$ cat config.mk
export PLATFORM = sky130hd
export DESIGN_NAME = insmem_load_controller
export DESIGN_NICKNAME = d
export VERILOG_FILES = /design/src/rtl/insmem_load_controller.sv
export SDC_FILE = /design/constraint.sdc
export NUM_CORES = 1
export LEC_CHECK = 0
export ABC_AREA = 0
export ABC_CLOCK_PERIOD_IN_PS = 4880
export CAP_MARGIN = 0
export CORE_MARGIN = 2
export CORE_UTILIZATION = 46
export CTS_CLUSTER_SIZE = 14
export DETAILED_ROUTE_END_ITERATION = 6
export PLACE_DENSITY = 0.94
export SLEW_MARGIN = 5
export SYNTH_ARGS = -nofsm -noshare
export SYNTH_HDL_FRONTEND = slang
export SYNTH_SLANG_ARGS = --single-unit
$ cat constraint.sdc
create_clock -name i_clock -period 4.88 [get_ports i_clock]
set_clock_uncertainty 0.05 [all_clocks]
set_input_delay 0.976 -clock i_clock [delete_from_list [all_inputs] [get_ports i_clock]]
set_output_delay 0.976 -clock i_clock [all_outputs]
set_load 0.03 [all_outputs]
$ cat src/rtl/insmem_load_controller.sv
// Sequences the instruction memory port between the byte loader and fetch.
// Ports: loader (i_byte*, o_byte_ready, i_load_start), fetch (i_fetch_*),
// memory (o_mem_*), status (o_load_*, o_overflow, o_state, o_checksum).
// Option: INSMEM_LOAD_CHECKSUM_EN builds the XOR checksum of loaded words.
module insmem_load_controller #(
  parameter int NB_DATA = 16,
  parameter int N_ADDR = 2048,
  parameter int LOG2_N_INSMEM_ADDR = $clog2(N_ADDR),
  parameter logic [NB_DATA-1:0] HALT_WORD = '0
) (
  input  logic                          i_clock,
  input  logic                          i_reset,
  input  logic                          i_load_start,
  input  logic [7:0]                    i_byte,
  input  logic                          i_byte_valid,
  output logic                          o_byte_ready,
  input  logic                          i_run,
  input  logic                          i_fetch_en,
  input  logic [LOG2_N_INSMEM_ADDR-1:0] i_fetch_addr,
  output logic [LOG2_N_INSMEM_ADDR-1:0] o_mem_addr,
  output logic [NB_DATA-1:0]            o_mem_wdata,
  output logic                          o_mem_we,
  output logic                          o_mem_enable,
  output logic                          o_load_done,
  output logic [LOG2_N_INSMEM_ADDR:0]   o_load_count,
  output logic                          o_overflow,
  output logic [1:0]                    o_state,
  output logic [NB_DATA-1:0]            o_checksum
);

  localparam int NBYTES = NB_DATA / 8;
  localparam int BCW = (NBYTES > 1) ? $clog2(NBYTES) : 1;
  localparam int CW = LOG2_N_INSMEM_ADDR + 1;
  localparam logic [CW-1:0] FULL = CW'(N_ADDR);

  typedef enum logic [1:0] {
    IDLE  = 2'd0,
    LOAD  = 2'd1,
    WRITE = 2'd2,
    RUN   = 2'd3
  } state_t;

  state_t           state;
  logic [BCW-1:0]   byte_cnt;
  logic [NB_DATA-1:0] word_q;
  logic [CW-1:0]    load_count;
  logic             load_done;
  logic             overflow;
  logic [CW-1:0]    cnt_nxt;

  assign cnt_nxt = load_count + 1'b1;

  always_ff @(posedge i_clock or negedge i_reset) begin
    if (!i_reset) begin
      state      <= IDLE;
      byte_cnt   <= '0;
      word_q     <= '0;
      load_count <= '0;
      load_done  <= 1'b0;
      overflow   <= 1'b0;
    end else if (i_load_start) begin
      // restart beats everything, including a byte offered this cycle
      state      <= LOAD;
      byte_cnt   <= '0;
      word_q     <= '0;
      load_count <= '0;
      load_done  <= 1'b0;
      overflow   <= 1'b0;
    end else begin
      unique case (state)
        IDLE: begin
          if (i_byte_valid && load_done && load_count == FULL)
            overflow <= 1'b1;
          if (i_run)
            state <= RUN;
        end
        LOAD: begin
          if (i_byte_valid) begin
            word_q <= (word_q << 8) | NB_DATA'(i_byte);
            if (byte_cnt == BCW'(NBYTES - 1)) begin
              byte_cnt <= '0;
              state    <= WRITE;
            end else begin
              byte_cnt <= byte_cnt + 1'b1;
            end
          end
        end
        WRITE: begin
          load_count <= cnt_nxt;
          if (word_q == HALT_WORD || cnt_nxt == FULL) begin
            load_done <= 1'b1;
            state     <= IDLE;
          end else begin
            state <= LOAD;
          end
        end
        RUN: begin
          if (!i_run)
            state <= IDLE;
        end
        default: state <= IDLE;
      endcase
    end
  end

  // fetch passes straight through in RUN so the PC sees no extra latency
  always_comb begin
    o_mem_addr   = '0;
    o_mem_wdata  = '0;
    o_mem_we     = 1'b0;
    o_mem_enable = 1'b0;
    unique case (state)
      WRITE: begin
        o_mem_addr   = load_count[LOG2_N_INSMEM_ADDR-1:0];
        o_mem_wdata  = word_q;
        o_mem_we     = 1'b1;
        o_mem_enable = 1'b1;
      end
      RUN: begin
        o_mem_addr   = i_fetch_addr;
        o_mem_enable = i_fetch_en;
      end
      default: ;
    endcase
  end

  assign o_byte_ready = (state == LOAD);
  assign o_load_done  = load_done;
  assign o_load_count = load_count;
  assign o_overflow   = overflow;
  assign o_state      = state;

`ifdef INSMEM_LOAD_CHECKSUM_EN
  logic [NB_DATA-1:0] checksum;

  always_ff @(posedge i_clock or negedge i_reset) begin
    if (!i_reset)
      checksum <= '0;
    else if (i_load_start)
      checksum <= '0;
    else if (state == WRITE)
      checksum <= checksum ^ word_q;
  end

  assign o_checksum = checksum;
`else
  assign o_checksum = '0;
`endif

endmodule

==> Flow_metrics.wiki, run 1 <==
{| class="wikitable"
! Metric !! Value
|-
| Half-perimeter wire length after placement || 3.54 mm
|-
| Critical path startpoint || o_state[1]
|-
| Met3 Routed Length || 291 um
|-
| Status || finished clean
|-
| Critical path, cell by cell || nand2b_1 -> inv_2 -> and2_1 -> clkdlybuf4s50_1
|-
| Global-route wire length before repair || 8.16 mm
|-
| Count of endpoints failing setup in the final report || 0
|-
| Num rows || 24
|-
| Post-synthesis cell area || 2050 um^2
|-
| Number of remaining DRC errors || 0
|-
| Aggregate global-route resource usage || 20.3%
|-
| Power density over cell area || 295 nW/um^2
|-
| Highest metal layer used by the detailed router || met4
|-
| Initial drt markers || 128
|-
| Metal2 WL || 2.62 mm
|-
| Antenna cells || 0
|-
| Number of antenna violations at the first check in global routing || 0
|-
| Vias per inst || 5.25
|-
| Largest net degree at the start of global routing || 35
|-
| Clock tree from TritonCTS || built
|-
| Hold Buf Count CTS || 0
|-
| Synth area leader || sky130_fd_sc_hd__dfrtp_1
|-
| Max-cap violations || 0
|-
| Number of iterations in the first detailed-routing pass || 4
|-
| Maximum clock rate || 0.279 GHz
|-
| Number of hold-slack violations in the final timing report || 0
|-
| Setup Fix Bufs, Post-CTS || 0
|-
| Reg-to-Reg Start || o_state[1]
|-
| Share of final-layout standard cells stronger than drive strength 1 || 4.58%
|-
| Total instance count after detailed placement || 351
|-
| Final worst-path setup slack || 1.30 ns
|-
| Element type at the critical path start || flop
|-
| Worst reg2reg endpoint || o_load_count[9]
|-
| Class of the tightest hold or removal check || flop to flop
|-
| Largest voltage drop on the vdd net || 181 uV
|-
| Clock period minus worst slack || 3.58 ns
|-
| WP buf/inv || 2
|-
| Worst setup path category || flop to primary output
|-
| Arrival time reported for the critical path endpoint || 2.56 ns
|-
| Cell count after synthesis || 244
|-
| Top cells by area, synth || sky130_fd_sc_hd__dfrtp_1, sky130_fd_sc_hd__nand2_1, sky130_fd_sc_hd__buf_4
|-
| Non-filler instance count after layout || 358
|-
| Count of flip-flops with a built-in enable after synthesis || 0
|-
| Element type at the critical path end || primary output
|-
| Cts repair resizes || 0
|-
| Share of Yosys cell area claimed by the top area cell type || 40.3%
|-
| Static leakage power || 1.21 nW
|-
| Total routed wirelength || 5.07 mm
|-
| Data required, critical path || 3.85 ns
|-
| Detailed-route via count || 1880
|-
| Netlist cell types || 37
|-
| Area growth, synth to finish || 37.1%
|-
| Count of final max-slew check failures || 0
|-
| Unrepaired setup endpoints after global routing || false
|-
| Gpl congestion || 0.794
|-
| Gate family responsible for the most delay along the worst path || buffers and inverters
|-
| Slew @ Worst Pin || 1.24 ns
|-
| Total of warnings raised by yosys || 0
|-
| CTS root buffer || sky130_fd_sc_hd__clkbuf_8
|-
| Overflow left after global routing || 0
|-
| Ranking of synthesized cells by instance count || sky130_fd_sc_hd__nand2_1, sky130_fd_sc_hd__dfrtp_1, sky130_fd_sc_hd__nor2_1
|-
| Count of port buffers added during placement || 70
|-
| H-tree level count || 2
|-
| Most used DFF post-synth || sky130_fd_sc_hd__dfrtp_1
|-
| Source-to-sink clock delay at the later pin of the worst-skew pair || 0.28 ns
|-
| Fillcell total || 351
|-
| Clock-pin transition on the worst setup and hold timing paths || 0.06 ns
|-
| Post-synth ARST share || 100%
|-
| Via count of the first global-routing pass || 1782
|-
| Worst slew slack as a fraction of its limit || 17.0%
|-
| Levels on crit path || 4
|-
| Remaining antenna violation count || 0
|-
| Storage element area || 826 um^2
|-
| Number of flip-flops and latches in the synthesized netlist || 33
|-
| Buffers from clock root to sink, at most || 2
|-
| Die Y || 70.8 um
|-
| Average routed wire per standard cell || 14.2 um
|-
| Post-layout nets || 333
|-
| Number of buffers created by CTS || 5
|-
| Minimum hold slack || 0.467 ns
|-
| DRT met1 WL || 2.06 mm
|-
| Reg2Reg Depth || 5
|-
| CTS Sinks || 33
|-
| Die Area || 5010 um^2
|-
| Post-route clock period utilization || 73.4%
|-
| Worst Path Max Fanout || 22
|-
| Crit path max-delay cell type || sky130_fd_sc_hd__dfrtp_1
|-
| Starting density of the core || 47.4%
|-
| Area used by multi-input combinational logic || 1080 um^2
|-
| Reg2reg setup slack || 2.69 ns
|-
| Most used standard cell by instance count after synthesis || sky130_fd_sc_hd__nand2_1
|-
| Post-synthesis area per instance || 8.40 um^2
|-
| Sum of negative setup slack || 0 ns
|-
| Max stage delay on crit path || 0.72 ns
|-
| Area of the core || 4320 um^2
|-
| Minimum setup slack after placement || 1.51 ns
|-
| Top-level port count || 87
|-
| Die Wd || 70.8 um
|-
| Part of the Yosys area used for sequential elements || 40.3%
|-
| End point of the critical path || o_mem_wdata[13]
|}
## tightest hold or removal path: stages, from the launching register on
cell and delay (ns):
sky130_fd_sc_hd__dfrtp_1 0.35, sky130_fd_sc_hd__a41oi_1 0.05, sky130_fd_sc_hd__nor2_1 0.08
## cells by family (layout without fill, tap and decap cells)
| family | after synthesis | after routing | share of synthesized area [%] |
|---|---|---|---|
| AND/OR/NAND/NOR | 118 | 118 | 28.8 |
| buffers and inverters | 37 | 84 | 9.77 |
| flip-flops | 33 | 33 | 40.3 |
| AO/OA/AOI/OAI | 29 | 29 | 8.85 |
| XOR/XNOR | 13 | 13 | 5.56 |
| multiplexers | 11 | 11 | 5.37 |
| adder cells (fa/ha/maj) | 2 | 2 | 1.22 |
| other | 1 | 16 | 0.183 |
## per-stage QoR
step                      utilization (%)  power, mW  instance area [um^2]
after global routing                 65.0      0.873                  2810
after CTS                            65.0      0.836                  2810
final                                65.0      0.829                  2810
after floorplan                         -      0.506                  2110
after detailed placement             62.6      0.591                  2710
after global placement               62.6      0.582                  2710
## cell usage in the layout, fill, tap and decap left out
cell type	n
sky130_fd_sc_hd__clkdlybuf4s50_1	70
sky130_fd_sc_hd__a2bb2oi_1	1
sky130_fd_sc_hd__nor3_1	3
sky130_fd_sc_hd__a211oi_1	2
sky130_fd_sc_hd__mux2i_1	11
sky130_fd_sc_hd__clkinv_2	1
sky130_fd_sc_hd__xnor2_1	5
sky130_fd_sc_hd__nor4_1	5
sky130_fd_sc_hd__nor3_2	2
sky130_fd_sc_hd__nand2b_1	3
sky130_fd_sc_hd__inv_1	4
sky130_fd_sc_hd__dfrtp_1	33
sky130_fd_sc_hd__o21a_1	1
sky130_fd_sc_hd__nand4b_1	1
sky130_fd_sc_hd__nand2_1	43
sky130_fd_sc_hd__or4_1	1
sky130_fd_sc_hd__a2111oi_2	1
sky130_fd_sc_hd__and3b_1	1
sky130_fd_sc_hd__ha_1	2
sky130_fd_sc_hd__a31oi_1	1
sky130_fd_sc_hd__conb_1	16
sky130_fd_sc_hd__a21oi_1	19
sky130_fd_sc_hd__nand3_1	5
sky130_fd_sc_hd__a41oi_1	1
sky130_fd_sc_hd__o311ai_1	1
sky130_fd_sc_hd__nor2_1	20
sky130_fd_sc_hd__nand4_1	3
sky130_fd_sc_hd__clkbuf_8	5
sky130_fd_sc_hd__nor2b_1	13
sky130_fd_sc_hd__nand3b_1	1
sky130_fd_sc_hd__a21boi_1	1
sky130_fd_sc_hd__bufinv_16	1
sky130_fd_sc_hd__a311oi_1	1
sky130_fd_sc_hd__buf_4	2
sky130_fd_sc_hd__and2_1	16
sky130_fd_sc_hd__xor2_1	8
sky130_fd_sc_hd__nand3_2	1
sky130_fd_sc_hd__inv_2	1
## per-layer routing
metal / vias up / global-route usage [%]
met5: - / 0
met4: 0 / 6.71
met3: 15 / 4.56
met2: 81 / 36.7
met1: 889 / 23.8
li1: 895 / -
## layout make-up
type	count	share of cell area (%)
Multi-Input combinational cell	189	38.4
Sequential cell	33	29.4
Timing Repair Buffer	72	25.5
Clock buffer	5	2.45
Tap cell	52	2.32
Clock inverter	2	1.25
Inverter	5	0.668
## sequential cells by signal (all words and copies together), names as in the netlist
register      count
word_q           16
o_load_count     12
o_state           2
byte_cnt          1
o_load_done       1
o_overflow        1
## power by group
group / switching (mW) / leakage, nW / internal, mW / total [mW]
Combinational: 0.158 / 0.710 / 0.110 / 0.268
Sequential: 0.0268 / 0.450 / 0.293 / 0.320
Clock: 0.0932 / 0.0540 / 0.148 / 0.241
## worst min path at each step
stage	start	endpoint	slack [ns]	depth (start not counted)
floorplan	word_q[15]	word_q[15]	0.46	2
global placement	o_overflow	o_overflow	0.44	2
detailed placement	o_overflow	o_overflow	0.45	2
CTS	o_overflow	o_overflow	0.47	2
global route	o_overflow	o_overflow	0.49	2
finish	o_overflow	o_overflow	0.47	2
No activity file was read; power rests on OpenSTA's default activity.
==> run 2, diff against run 1 <==
--- a/config.mk
+++ b/config.mk
@@ -6,13 +6,13 @@
 export NUM_CORES = 1
 export LEC_CHECK = 0
 export ABC_AREA = 0
-export ABC_CLOCK_PERIOD_IN_PS = 4880
+export ABC_CLOCK_PERIOD_IN_PS = 3200
 export CAP_MARGIN = 0
 export CORE_MARGIN = 2
-export CORE_UTILIZATION = 46
+export CORE_UTILIZATION = 39
 export CTS_CLUSTER_SIZE = 14
 export DETAILED_ROUTE_END_ITERATION = 6
-export PLACE_DENSITY = 0.94
+export PLACE_DENSITY = 0.85
 export SLEW_MARGIN = 5
 export SYNTH_ARGS = -nofsm -noshare
 export SYNTH_HDL_FRONTEND = slang
==> constraint.sdc (replaced) <==
create_clock -name i_clock -period 3.2 [get_ports i_clock]
set_clock_uncertainty 0.05 [all_clocks]
set_input_delay 0.64 -clock i_clock [delete_from_list [all_inputs] [get_ports i_clock]]
set_output_delay 0.64 -clock i_clock [all_outputs]
set_load 0.03 [all_outputs]
==> Flow_metrics.wiki, run 2 (synthesis gave the netlist of run 1 again) <==
{| class="wikitable"
! Metric !! Value
|-
| CTS root buffer || sky130_fd_sc_hd__clkbuf_8
|-
| Max stage delay on crit path || 0.68 ns (-0.04 ns)
|-
| Max FFs per register || 16 (unchanged)
|-
| Gpl congestion || 0.787 (-0.83%)
|-
| Number of buffers created by CTS || 5 (unchanged)
|-
| Number of remaining DRC errors || 0 (unchanged)
|-
| Count of endpoints failing setup in the final report || 0 (unchanged)
|-
| Largest voltage drop on the vdd net || 310 uV (+71%)
|-
| Clock tree from TritonCTS || built
|-
| Die Area || 5850 um^2 (+17%)
|-
| Max-cap violations || 0 (unchanged)
|-
| Die Y || 76.5 um (+8.1%)
|-
| Clock-pin transition on the worst setup and hold timing paths || 0.07 ns (about the same)
|-
| Most frequent cells in the layout || sky130_fd_sc_hd__clkdlybuf4s50_1, sky130_fd_sc_hd__nand2_1, sky130_fd_sc_hd__dfrtp_1
|-
| Half-perimeter wire length after placement || 3.62 mm (+2.2%)
|-
| Buffers from clock root to sink, at most || 2 (unchanged)
|-
| Worst slew slack as a fraction of its limit || 57.2% (+40 points)
|-
| Total instance count after detailed placement || 371 (+5.7%)
|-
| Total routed wirelength || 5.07 mm (about the same)
|-
| Worst hold path depth || 2 (unchanged)
|-
| Arrival time reported for the critical path endpoint || 2.18 ns (-0.38 ns)
|-
| Number of antenna violations at the first check in global routing || 0 (unchanged)
|-
| Crit path max-delay cell type || sky130_fd_sc_hd__clkdlybuf4s50_1
|-
| Post-route clock period utilization || 89.7%
|-
| Post-layout nets || 335 (+0.60%)
|-
| Worst Path Max Fanout || 21 (-4.5%)
|-
| Remaining antenna violation count || 0 (unchanged)
|-
| Detailed-route via count || 1872 (-0.43%)
|-
| Critical path, cell by cell || nand2b_1 -> inv_2 -> and2_1 -> clkdlybuf4s50_1
|-
| Overflow left after global routing || 0 (unchanged)
|-
| CTS Sinks || 33 (unchanged)
|-
| Area growth, synth to finish || 38.0%
|-
| Count of port buffers added during placement || 70 (unchanged)
|-
| Die Wd || 76.5 um (+8.1%)
|-
| Average routed wire per standard cell || 13.4 um (-5.6%)
|-
| Non-filler instance count after layout || 379 (+5.9%)
|-
| Share of final-layout standard cells stronger than drive strength 1 || 5.50% (+0.93 points)
|-
| Vias per inst || 4.94 (-5.9%)
|-
| Top-level port count || 87 (unchanged)
|-
| Sum of negative setup slack || 0 ns (unchanged)
|-
| Element type at the critical path end || primary output
|-
| Area of the core || 5070 um^2 (+17%)
|-
| Starting density of the core || 40.4% (-7.0 points)
|-
| Source-to-sink clock delay at the later pin of the worst-skew pair || 0.28 ns (about the same)
|-
| Data required, critical path || 2.51 ns (-1.34 ns)
|-
| Largest net degree at the start of global routing || 35 (unchanged)
|-
| Worst setup path category || flop to primary output
|-
| Reg2Reg Depth || 5 (unchanged)
|-
| Static leakage power || 1.21 nW (about the same)
|-
| Class of the tightest hold or removal check || flop to flop
|-
| Unrepaired setup endpoints after global routing || false
|-
| Aggregate global-route resource usage || 17.2% (-3.1 points)
|-
| Hold Buf Count CTS || 0 (unchanged)
|-
| Count of final max-slew check failures || 0 (unchanged)
|-
| Global-route wire length before repair || 8.22 mm (+0.76%)
|-
| Clock period minus worst slack || 2.87 ns
|-
| Power density over cell area || 424 nW/um^2 (+44%)
|-
| Setup Fix Bufs, Post-CTS || 0 (unchanged)
|-
| Cts repair resizes || 0 (unchanged)
|-
| Number of hold-slack violations in the final timing report || 0 (unchanged)
|-
| Antenna cells || 0 (unchanged)
|-
| Via count of the first global-routing pass || 1697 (-4.8%)
|-
| Reg with most FFs || word_q
|-
| Most common cell after layout, fill and taps aside || sky130_fd_sc_hd__clkdlybuf4s50_1
|-
| Maximum clock rate || 0.348 GHz
|-
| Num rows || 26 (+8.3%)
|-
| H-tree level count || 2 (unchanged)
|-
| Number of iterations in the first detailed-routing pass || 4 (unchanged)
|-
| Initial drt markers || 137 (+7.0%)
|-
| Status || finished clean
|-
| Element type at the critical path start || flop
|-
| Slew @ Worst Pin || 0.640 ns (-0.602 ns)
|}
[run 2: cell type report]
class / count / area, um^2
tap: 70 / 87.6
timing repair buffer: 74 / 731
clock buffer: 5 / 68.8
fill: 495 / 2250
multi-input combinational: 189 / 1080
clock inverter: 3 / 17.5
inverter: 5 / 18.8
sequential: 33 / 826
[run 2: final timing paths]
path | startpoint | end | slack, ns
worst min register to register | o_overflow | o_overflow | 0.48
worst max-delay path | o_state[0] | o_mem_wdata[5] | 0.33
min in group asynchronous | i_reset | word_q[2] | 0.71
max in group asynchronous | i_reset | o_load_count[4] | 2.09
worst min-delay path | o_overflow | o_overflow | 0.48
worst max register to register | o_load_count[3] | o_load_done | 1.08
[run 2: metal layers]
layer	global-route usage, %	routed length (um)	part of all wire [%]
met3	4.98	325	6.4
met5	0	0	0
met2	29.3	2490	49
met4	4.18	63	1.2
met1	21.4	2190	43
[run 2: report_power, final]
group / internal (mW) / total (mW) / switching, mW
clock network: 0.150 / 0.307 / 0.157
logic: 0.172 / 0.422 / 0.250
registers: 0.446 / 0.472 / 0.0255
total: 0.769 / 1.20 / 0.432
[run 2: worst max-delay path, delay by kind of cell (launching register included)]
family                 cells  cell delay [ns]
buffers and inverters      2             1.00
and+or+nand+nor            2             0.52
DFF                        1             0.37
[run 2: through the flow]
stage               total power, mW  hold slack [ns]  area (um^2)  setup slack [ns]  utilization (%)
floorplan                     0.772            0.294         2110             0.747                -
global placement              0.895            0.459         2740             0.522             54.0
detailed placement            0.904            0.458         2740             0.518             54.0
CTS                            1.21            0.473         2830             0.328             55.7
global route                   1.27            0.512         2830             0.173             55.7
finish                         1.20            0.476         2830             0.329             55.7
